File: src/rtl/riscv_pkg.sv
// Shared RISC-V core types: PC/data words and the control-flow kind decoded by execute.
package riscv;

  typedef logic [31:0] pc_t;
  typedef logic [31:0] data_t;

  typedef enum logic [3:0] {
    NONE = 4'd0,
    JAL  = 4'd1,
    JALR = 4'd2,
    BEQ  = 4'd3,
    BNE  = 4'd4,
    BLT  = 4'd5,
    BGE  = 4'd6,
    BLTU = 4'd7,
    BGEU = 4'd8
  } branch_t;

  localparam pc_t PC_STEP = 32'd4;

endpackage

File: src/rtl/fetch_fifo.sv
// Synchronous FIFO with flush and occupancy count; flush overrides push and pop.
module fetch_fifo #(
  parameter int unsigned DEPTH = 2,
  parameter int unsigned W     = 64,
  localparam int unsigned AW   = $clog2(DEPTH),
  localparam int unsigned CW   = $clog2(DEPTH + 1)
) (
  input  logic          clk,
  input  logic          rst_n,
  input  logic          flush_i,
  input  logic          push_i,
  input  logic [W-1:0]  data_i,
  input  logic          pop_i,
  output logic [W-1:0]  data_o,
  output logic          empty_o,
  output logic          full_o,
  output logic [CW-1:0] count_o
);

  logic [W-1:0]  mem_q [DEPTH];
  logic [AW-1:0] wr_q, rd_q;
  logic [CW-1:0] count_q;
  logic          do_push, do_pop;

  assign empty_o = (count_q == '0);
  assign full_o  = (count_q == CW'(DEPTH));
  assign count_o = count_q;
  // Head is forced to zero when empty so consumers see a clean value out of reset.
  assign data_o  = empty_o ? '0 : mem_q[rd_q];

  assign do_pop  = pop_i & ~empty_o;
  assign do_push = push_i & (~full_o | do_pop);

  always_ff @(posedge clk or negedge rst_n) begin
    if (!rst_n) begin
      wr_q    <= '0;
      rd_q    <= '0;
      count_q <= '0;
    end else if (flush_i) begin
      wr_q    <= '0;
      rd_q    <= '0;
      count_q <= '0;
    end else begin
      wr_q    <= wr_q + AW'(do_push);
      rd_q    <= rd_q + AW'(do_pop);
      count_q <= count_q + CW'(do_push) - CW'(do_pop);
    end
  end

  always_ff @(posedge clk) begin
    if (do_push && !flush_i) mem_q[wr_q] <= data_i;
  end

endmodule

File: src/rtl/fetch.sv
// Instruction fetch stage: owns the PC, issues imem requests under credit control,
// buffers responses for decode and redirects on taken control transfers from execute.
module fetch
  import riscv::*;
#(
  parameter pc_t         RESET_VECTOR = 32'h0000_0000,
  parameter int unsigned FIFO_DEPTH   = 2
) (
  input  logic    clk,
  input  logic    resetn,
  input  logic    ex_valid,
  input  branch_t ex_branch,
  input  logic    ex_eq,
  input  logic    ex_lt,
  input  logic    ex_ltu,
  input  pc_t     ex_jal_bxx_tgt,
  input  pc_t     ex_jalr_tgt,
  output logic    imem_req_valid,
  input  logic    imem_req_ready,
  output pc_t     imem_addr,
  input  logic    imem_rsp_valid,
  input  data_t   imem_rsp_data,
  output logic    if_valid,
  input  logic    if_ready,
  output pc_t     if_pc,
  output data_t   if_inst,
  output logic    redirect
);

  localparam int unsigned CW = $clog2(FIFO_DEPTH + 1);
  localparam int unsigned KW = CW + 3;

  pc_t           pc_q, pc_d;
  logic [CW-1:0] out_q, out_d;     // live (non-killed) requests in flight
  logic [KW-1:0] kill_q, kill_d;   // in-flight responses still to be discarded
  logic          run_q;

  logic          taken;
  pc_t           target;
  logic          req_fire, rsp_live, rsp_kill;

  logic [63:0]   ififo_head;
  logic          ififo_empty, ififo_full;
  logic [CW-1:0] ififo_cnt;
  pc_t           tag_pc;
  logic          tag_empty, tag_full;
  logic [CW-1:0] tag_cnt;

  always_comb begin
    taken = 1'b0;
    case (ex_branch)
      JAL, JALR: taken = 1'b1;
      BEQ:       taken = ex_eq;
      BNE:       taken = ~ex_eq;
      BLT:       taken = ex_lt;
      BGE:       taken = ~ex_lt;
      BLTU:      taken = ex_ltu;
      BGEU:      taken = ~ex_ltu;
      default:   taken = 1'b0;
    endcase
  end

  assign redirect = ex_valid & taken;
  assign target   = (ex_branch == JALR) ? {ex_jalr_tgt[31:2], 2'b00}
                                        : {ex_jal_bxx_tgt[31:2], 2'b00};

  // run_q holds requests off for the first cycle after reset release.
  assign imem_req_valid = run_q & ~redirect &
                          (({1'b0, out_q} + {1'b0, ififo_cnt}) < (CW + 1)'(FIFO_DEPTH));
  assign imem_addr = pc_q;
  assign req_fire  = imem_req_valid & imem_req_ready;
  assign rsp_kill  = imem_rsp_valid & (kill_q != '0);
  assign rsp_live  = imem_rsp_valid & (kill_q == '0) & ~redirect;

  assign if_valid = ~ififo_empty & ~redirect;
  assign if_pc    = ififo_head[63:32];
  assign if_inst  = ififo_head[31:0];

  fetch_fifo #(.DEPTH(FIFO_DEPTH), .W(32)) u_tag_q (
    .clk     (clk),
    .rst_n   (resetn),
    .flush_i (redirect),
    .push_i  (req_fire),
    .data_i  (pc_q),
    .pop_i   (rsp_live),
    .data_o  (tag_pc),
    .empty_o (tag_empty),
    .full_o  (tag_full),
    .count_o (tag_cnt)
  );

  fetch_fifo #(.DEPTH(FIFO_DEPTH), .W(64)) u_inst_q (
    .clk     (clk),
    .rst_n   (resetn),
    .flush_i (redirect),
    .push_i  (rsp_live),
    .data_i  ({tag_pc, imem_rsp_data}),
    .pop_i   (if_valid & if_ready),
    .data_o  (ififo_head),
    .empty_o (ififo_empty),
    .full_o  (ififo_full),
    .count_o (ififo_cnt)
  );

  always_comb begin
    pc_d   = pc_q;
    out_d  = out_q;
    kill_d = kill_q;
    if (redirect) begin
      pc_d   = target;
      out_d  = '0;
      kill_d = kill_q + KW'(out_q) - KW'(imem_rsp_valid);
    end else begin
      if (req_fire) pc_d = pc_q + PC_STEP;
      out_d  = out_q + CW'(req_fire) - CW'(rsp_live);
      kill_d = kill_q - KW'(rsp_kill);
    end
  end

  always_ff @(posedge clk or negedge resetn) begin
    if (!resetn) begin
      pc_q   <= RESET_VECTOR;
      out_q  <= '0;
      kill_q <= '0;
      run_q  <= 1'b0;
    end else begin
      pc_q   <= pc_d;
      out_q  <= out_d;
      kill_q <= kill_d;
      run_q  <= 1'b1;
    end
  end

  always_ff @(posedge clk) begin
    if (resetn) begin
      assert ({1'b0, out_q} + {1'b0, ififo_cnt} <= (CW + 1)'(FIFO_DEPTH));
      assert (tag_cnt == out_q);
      assert (!(rsp_live && tag_empty));
      assert (!(req_fire && tag_full));
      assert (!(rsp_live && ififo_full && !(if_valid && if_ready)));
    end
  end

endmodule
File: config.mk
export PLATFORM = sky130hd
export DESIGN_NAME = fetch
export DESIGN_NICKNAME = d
export VERILOG_FILES = /design/src/rtl/riscv_pkg.sv /design/src/rtl/fetch_fifo.sv /design/src/rtl/fetch.sv
export SDC_FILE = /design/constraint.sdc
export NUM_CORES = 1
export LEC_CHECK = 0
export ABC_AREA = 1
export CORE_UTILIZATION = 49
export CTS_BUF_LIST = sky130_fd_sc_hd__clkbuf_8
export CTS_CLUSTER_SIZE = 25
export DETAILED_ROUTE_END_ITERATION = 16
export GPL_TIMING_DRIVEN = 0
export PLACE_DENSITY = 0.79
export SETUP_SLACK_MARGIN = 0.1
export SLEW_MARGIN = 0
export SYNTH_ARGS = -nofsm -noshare
export SYNTH_HDL_FRONTEND = slang
export SYNTH_SLANG_ARGS = --single-unit
File: constraint.sdc
create_clock -name clk -period 4.05 [get_ports clk]
set_clock_uncertainty 0.2 [all_clocks]
set_input_delay 0.81 -clock clk [delete_from_list [all_inputs] [get_ports clk]]
set_output_delay 0.81 -clock clk [all_outputs]
set_load 0.02 [all_outputs]
==> flow_summary.yaml, run 1 <==
status:
  status: "finished clean"
setup_path:
  r2r_start: "u_inst_q.count_o[0]"
  cp_slowest_stage_delay_ns: 0.47
  path_delay_family: "buffers and inverters"
  reg2reg_to: "u_tag_q.mem_q[1][16]"
  crit_buf_inv: 7
  rr_worst_depth: 10
  end_kind: "primary output"
  start_kind: "input pin"
  critPathKind: "input pin to primary output"
  worst_ep_arrival_time_ns: 2.80
  worstPathCellList: "clkdlybuf4s50_1 > clkbuf_4 > inv_1 > nand2_1 > nand2_1 > nand2_1 > nand2_1 > nand2_1 > nand2_1 > nand2_4 > buf_6 > buf_6 > nand2_1 > inv_1 > dlygate4sd2_1"
  crit_required_ns: 3.04
  crit_top_cell: "nand2_1"
  crit_path_top_delay_cell: "clkdlybuf4s50_1"
  cp_max_fo: 10
  regToRegSetupSlack_ns: 0.96
pwr:
  pwr-share-comb: 0.419
  internal_power_uw: 5570
  vdd_drop_max_uv: 277
  power.density_nw_per_um2: 656
  clock_power_share: 0.199
  power_frac_seq: 0.382
  p_leak_uw: 0.00565
  p_total_uw: 9150
  p_sw_uw: 3590
  switching_share: 0.392
final_layout:
  final_nets: 1447
  mostFrequentLayoutCells: "nand2_1, clkdlybuf4s50_1, edfxtp_1, a21oi_1, inv_1"
  layout-drive-gt1-share: 0.0802
  num_antenna_cells: 0
  layoutNonFillerInstCount: 1621
  area_growth_syn_to_layout_pct: 29.9
  layout_commonest_cell: "nand2_1"
synthesis:
  muxShareOfSynthArea: 0.0207
  synth_top_cell_by_area: "edfxtp_1"
  ys_seq_area_frac: 0.627
  synth-compound-area-share: 0.0665
  avgSynthCellArea_um2: 10.0
  synth_area_um2: 10700
  ys_ff_latch: 232
  synth_cell_type_count: 32
  ys_warn_count: 0
  yosys.area_share.simple: 0.184
  synth_top_family_by_area: "simple AND/OR/NAND/NOR gates"
  syn_inst: 1069
  synth_top_area_frac: 0.520
  synth_area_leaders: "edfxtp_1, nand2_1, dfrtp_1"
  synth_xor_area_frac: 0.0277
  synth-adder-area-share: 0.0235
placed_design:
  dp_cells: 1553
  preCtsSetupSlack_ns: -0.211
  gp_congestion: 0.950
  place_hpwl_mm: 18.5
  io_buffers: 201
sta:
  rsz0062_at_grt: "no"
  finalSetupTns_ns: 0
  finalCritPeriodShare: 0.942
  fmax_mhz: 262
  drv_slew: 0
  layout_min_cycle_time_ns: 3.81
  tightest_slew_ns: 1.15
  holdWs_ns: 0.385
  setup_viol: 0
  hold_viol: 0
  finalWorstSetupSlack_ns: 0.236
  slew_headroom: 0.229
clocking:
  path_clk_slew_ns: 0.05
  cts_root_buf: "clkbuf_8"
  ctsHtreeMaxLevel: 2
  clkLatencyLatePin_ns: 0.52
  cts.sinks: 232
  cts_tree: "built"
  cts-buffers-inserted: 37
  clock_path_buffers: 3
die:
  die_area_um2: 22500
  rows: 53
  initial_utilization: 0.505
  ios: 208
  die_x_um: 150
  coreArea_um2: 21300
  die_y_um: 150
global_route:
  grt_pass1_vias: 8212
  gr-total-overflow: 0
  grt_use_total: 0.236
  grt_first_pass_wirelength_mm: 40.8
  grt_max_degree: 42
  antenna_found_initial: 0
detailed_routing:
  post-route-drc-count: 0
  drt_wl_total_mm: 25.8
  wl_per_cell_um: 15.9
  drt_iter0_drc: 432
  vias_per_cell: 5.05
  via_count: 8193
  firstDrtPassIters: 5
  postRouteAntennaNets: 0
min_path:
  hold_depth: 0
  worstHoldPathType: "register to register"
  min_to: "u_tag_q.mem_q[0][3]"
  min_from: "imem_addr[3]"
job:
  cap_violations: 0
-- flip-flops by register name, summed over array words and instances (netlist names), 2 cells and up --
name              flops
u_inst_q.mem_q      126
kill_q                5
u_inst_q.count_o      2
out_q                 2
u_tag_q.count_o       2
u_tag_q.mem_q        60
imem_addr            30
-- logic make-up (layout without fill, tap and decap cells) --
family          Yosys count  after routing
xor+xnor                 34             34
flops                   232            232
other cells               2              5
simple gates            496            496
fa+ha+maj                19             19
mux                      20             20
compound gates          138            138
buf+inv                 128            402
-- cells in the mapped netlist --
cell / count
nor2_1: 54
nand3_4: 2
o211ai_1: 6
ha_1: 17
xnor2_1: 9
nand2_1: 392
a21oi_1: 99
inv_1: 75
fa_1: 2
edfxtp_1: 186
mux2_2: 18
nand2_4: 1
xor2_1: 25
buf_6: 1
o31ai_1: 1
buf_2: 8
clkbuf_1: 22
nor2_4: 1
conb_1: 2
buf_4: 10
o311ai_0: 1
nor3_1: 10
o21ai_1: 8
inv_2: 4
nand2_2: 1
mux2i_1: 2
a31oi_1: 2
dfrtp_1: 46
o21ai_0: 21
nand4_1: 8
buf_1: 8
nand3_1: 27
-- through the flow --
step                      utilization  cell area [um^2]
final                           0.655             13900
after global routing            0.655             13900
after CTS                       0.654             13900
after detailed placement        0.622             13200
after global placement          0.616             13100
after floorplan                     -             10800
-- layout make-up --
class | instances | area [um^2]
buffer | 49 | 258
clock buffer | 41 | 564
clock inverter | 25 | 118
fill | 1659 | 7340
inverter | 79 | 297
multi-input combinational | 712 | 3490
sequential | 232 | 6740
tap | 275 | 344
timing repair buffer | 208 | 2140
-- worst reg2reg max path, cell delays in order, from the launching register on --
cell	delay (ns)
dfrtp_1	0.42
nand2_1	0.07
inv_1	0.04
fa_1	0.42
nor2_1	0.12
nand2_1	0.05
inv_1	0.11
nand3_4	0.14
inv_1	0.15
nand3_1	0.11
inv_1	0.84
-- repair_timing --
action / CTS / global route
hold buffers: 1 / 0
endpoints found under the setup margin: 3 / 14
hold endpoints to repair: 7 / 0
resized for setup: 4 / 9
setup buffers: 0 / 1
pin swaps: 0 / 1
cloned: 0 / 0
-- power by group through the flow --
stage                     logic, uW  registers [uW]  clock network [uW]
after floorplan                2110            3540                   0
after global placement         3740            3520                   0
after detailed placement       3840            3530                   0
after CTS                      3860            3480                1860
after global routing           4220            3530                1970
final                          3840            3490                1820
-- how the worst max path moves through the flow --
stage	from	end	depth (start not counted)
after floorplan	ex_branch[1]	u_tag_q.mem_q[0][10]	10
after global placement	ex_branch[0]	u_inst_q.mem_q[1][15]	11
after detailed placement	ex_branch[0]	imem_req_valid	12
after CTS	ex_branch[0]	imem_req_valid	12
after global routing	ex_branch[1]	imem_req_valid	13
final	ex_branch[1]	imem_req_valid	15
-- routing by layer --
layer / wire, um / track usage
met1: 10900 / 0.300
met2: 12100 / 0.388
met3: 2000 / 0.0515
met4: 784 / 0.104
met5: 0 / 0
Note: power is estimated with default switching activity, not from simulation.
==> inputs of run 2 (changes only) <==
--- a/config.mk
+++ b/config.mk
@@ -11,6 +11,7 @@
 export CTS_CLUSTER_SIZE = 25
 export DETAILED_ROUTE_END_ITERATION = 16
 export GPL_TIMING_DRIVEN = 0
+export HOLD_SLACK_MARGIN = 0.06
 export PLACE_DENSITY = 0.79
 export SETUP_SLACK_MARGIN = 0.1
 export SLEW_MARGIN = 0
==> results of run 2 <==
Same layout as run 1: the final DEF is identical, and so are final timing and power.
==> inputs of run 3 (changes only) <==
--- a/config.mk
+++ b/config.mk
@@ -5,14 +5,14 @@
 export SDC_FILE = /design/constraint.sdc
 export NUM_CORES = 1
 export LEC_CHECK = 0
-export ABC_AREA = 1
-export CORE_UTILIZATION = 49
+export CORE_UTILIZATION = 48
 export CTS_BUF_LIST = sky130_fd_sc_hd__clkbuf_8
 export CTS_CLUSTER_SIZE = 25
 export DETAILED_ROUTE_END_ITERATION = 16
 export GPL_TIMING_DRIVEN = 0
 export HOLD_SLACK_MARGIN = 0.06
-export PLACE_DENSITY = 0.79
+export MAX_ROUTING_LAYER = met4
+export PLACE_DENSITY = 0.78
 export SETUP_SLACK_MARGIN = 0.1
 export SLEW_MARGIN = 0
 export SYNTH_ARGS = -nofsm -noshare
==> run 3 against run 2 <==
Effect of this change: sequential share of layout area increased by 1.9 points; non-clock buffer count decreased by 12; die area fell by 2.8%; core utilization shrank 1.5 points; the run now ends with DRC left; synthesized area decreased by 4.8%; worst hold slack worse by 0.11 ns; cell count fell by 21%; sequential power shrank 4%; clock-buffer cell count did not move; critical endpoint is now if_valid.
==> flow_summary.yaml, run 3 <==
status:
  status: "finished, violations left"
  violations: "DRC"
synthesis:
  ys_ff_latch: 232
  async_flop_share: 0.198
  synth_cell_type_count: 44
  synth_top_cell_by_area: "edfxtp_1"
  synth_common_cells: "edfxtp_1, mux2i_1, nor2_1"
  yosysMostFrequentCell: "edfxtp_1"
  avgSynthCellArea_um2: 14.0
  syn_inst: 728
  synth_flop_cell: "edfxtp_1"
  synth_top_area_frac: 0.546
  synth_edf_count: 186
  synth_area_leaders: "edfxtp_1, mux2i_1, dfrtp_1"
  ys_warn_count: 0
  synth_area_um2: 10200
  ys_seq_area_frac: 0.659
die:
  ios: 208
  die_area_um2: 21900
  die_y_um: 148
  coreArea_um2: 21000
  initial_utilization: 0.488
  rows: 53
  die_x_um: 148
placed_design:
  place_hpwl_mm: 15.8
  gp_congestion: 0.855
  preCtsSetupSlack_ns: -0.759
  io_buffers: 201
  dp_cells: 1213
sta:
  finalSetupTns_ns: 0
  finalWorstSetupSlack_ns: 0.252
  fmax_mhz: 263
  layout_min_cycle_time_ns: 3.80
  slew_headroom: 0.343
  tightest_slew_ns: 0.972
  hold_viol: 0
  drv_slew: 0
  rsz0062_at_grt: "no"
  setup_viol: 0
  finalCritPeriodShare: 0.938
detailed_routing:
  vias_per_cell: 5.13
  post-route-drc-count: 1
  postRouteAntennaNets: 0
  wl_per_cell_um: 17.4
  via_count: 6563
  drt_wl_total_mm: 22.3
  firstDrtPassIters: 15
  drt_iter0_drc: 355
min_path:
  worstHoldPathType: "register to register"
  min_from: "kill_q[4]"
clocking:
  clkLatencyLatePin_ns: 0.52
  path_clk_slew_ns: 0.06
  ctsHtreeMaxLevel: 2
  cts_tree: "built"
  clock_path_buffers: 3
  cts-buffers-inserted: 37
  cts.sinks: 232
  cts_root_buf: "clkbuf_8"
global_route:
  grt_first_pass_wirelength_mm: 35.2
  grt_use_total: 0.215
  use_met3: 0.0355
  grt_max_degree: 64
  busiest_layer: "met2"
  grt_pass1_vias: 6839
  gr-usage-met1: 0.264
  met2_usage: 0.367
  antenna_found_initial: 0
  gr-total-overflow: 0
setup_path:
  worstPathCellList: "clkdlybuf4s50_1 > o21ai_1 > o31ai_1 > o32ai_2 > clkbuf_8 > clkbuf_4 > nor2_1 > dlygate4sd2_1"
  start_kind: "input pin"
  rr_worst_depth: 7
  end_kind: "primary output"
  worst-path-stages: 8
  reg2reg_to: "u_tag_q.mem_q[0][21]"
  r2r_start: "u_inst_q.count_o[0]"
  cp_max_fo: 10
  crit_required_ns: 3.04
  path_delay_family: "buffers and inverters"
  cp_slowest_stage_delay_ns: 0.49
  regToRegSetupSlack_ns: 0.58
  crit_buf_inv: 4
  crit_path_end: "if_valid"
  startpoint: "ex_branch[0]"
  critPathKind: "input pin to primary output"
  worst_ep_arrival_time_ns: 2.79
  crit_path_top_delay_cell: "clkdlybuf4s50_1"
final_layout:
  regMostFlops: "u_inst_q.mem_q"
  layout-drive-gt1-share: 0.0876
  seqCellArea_um2: 6740
  n_fill_cell: 1623
  layout_commonest_cell: "clkdlybuf4s50_1"
  final_nets: 1106
  layoutNonFillerInstCount: 1280
  area_growth_syn_to_layout_pct: 31.3
  multi_input_comb_area_um2: 3310
  mostFrequentLayoutCells: "clkdlybuf4s50_1, edfxtp_1, mux2i_1, nor2_1, dfrtp_1"
  largest_reg_flops: 126
  num_antenna_cells: 0
job:
  cap_violations: 0
pwr:
  power.density_nw_per_um2: 629
  p_leak_uw: 0.00484
  vdd_drop_max_uv: 265
## run 3: cell count changes in the layout (fill, tap and decap cells not counted), moves of 22 or more
cell | before | now
inv_1 | 83 | 28
xnor2_1 | 9 | 31
nor2_1 | 52 | 117
mux2i_1 | 2 | 148
nand2_1 | 392 | 16
a21oi_1 | 99 | 11
## run 3: layout make-up
type,instances,share of cell area
Sequential cell,232,0.502
Inverter,18,0.00503
Clock inverter,25,0.00811
Tap cell,275,0.0256
Timing Repair Buffer,209,0.156
Buffer,36,0.0144
Multi-Input combinational cell,444,0.247
Clock buffer,41,0.0421
## run 3: stage by stage
stage / instance area, um^2 / hold slack [ns] / utilization / power [uW]
4_1_cts: 13400 / 0.279 / 0.640 / 8510
6_report: 13400 / 0.277 / 0.640 / 8440
5_1_grt: 13400 / 0.286 / 0.640 / 8880
2_1_floorplan: 10300 / 0.243 / - / 5220
3_3_place_gp: 12600 / 0.267 / 0.603 / 6550
3_5_place_dp: 12700 / 0.271 / 0.606 / 6670
## run 3: cells by family after synthesis
logic type / count (synthesis) / synth area share
AOI/OAI and AO/OA: 26 / 0.0142
xor gates and xnor gates: 41 / 0.0351
adders and majority gates: 19 / 0.0247
buffers and inverters: 55 / 0.0228
DFF: 232 / 0.659
muxes: 150 / 0.147
other: 2 / 0.000735
and+or+nand+nor: 203 / 0.0963
## run 3: repair_timing
action,in CTS,in global routing
buffers inserted,1,0
hold buffers,1,0
resized for setup,19,3
pin swaps,1,0
setup endpoints to repair,64,5
hold endpoints to repair,15,0
## run 3: worst min path at each step
stage                            to  slack [ns]  cells past startpoint
after CTS                 kill_q[4]        0.28                      1
final                     kill_q[4]        0.28                      1
after floorplan           kill_q[4]        0.24                      1
after global placement    kill_q[4]        0.27                      1
after global routing      kill_q[4]        0.29                      1
after detailed placement  kill_q[4]        0.27                      1
## run 3: per-layer routing
layer,vias to the layer above,part of all wire
li1,3135,-
met3,37,0.054
met5,-,0
met2,222,0.51
met4,0,0.018
met1,3169,0.42
## run 3: report_power, final
part	leakage [uW]	internal [uW]	switching (uW)	total (uW)
Sequential	0.00224	3010	330	3340
Clock	0.000374	931	890	1820
Combinational	0.00223	1460	1820	3280
Total	0.00484	5400	3040	8440
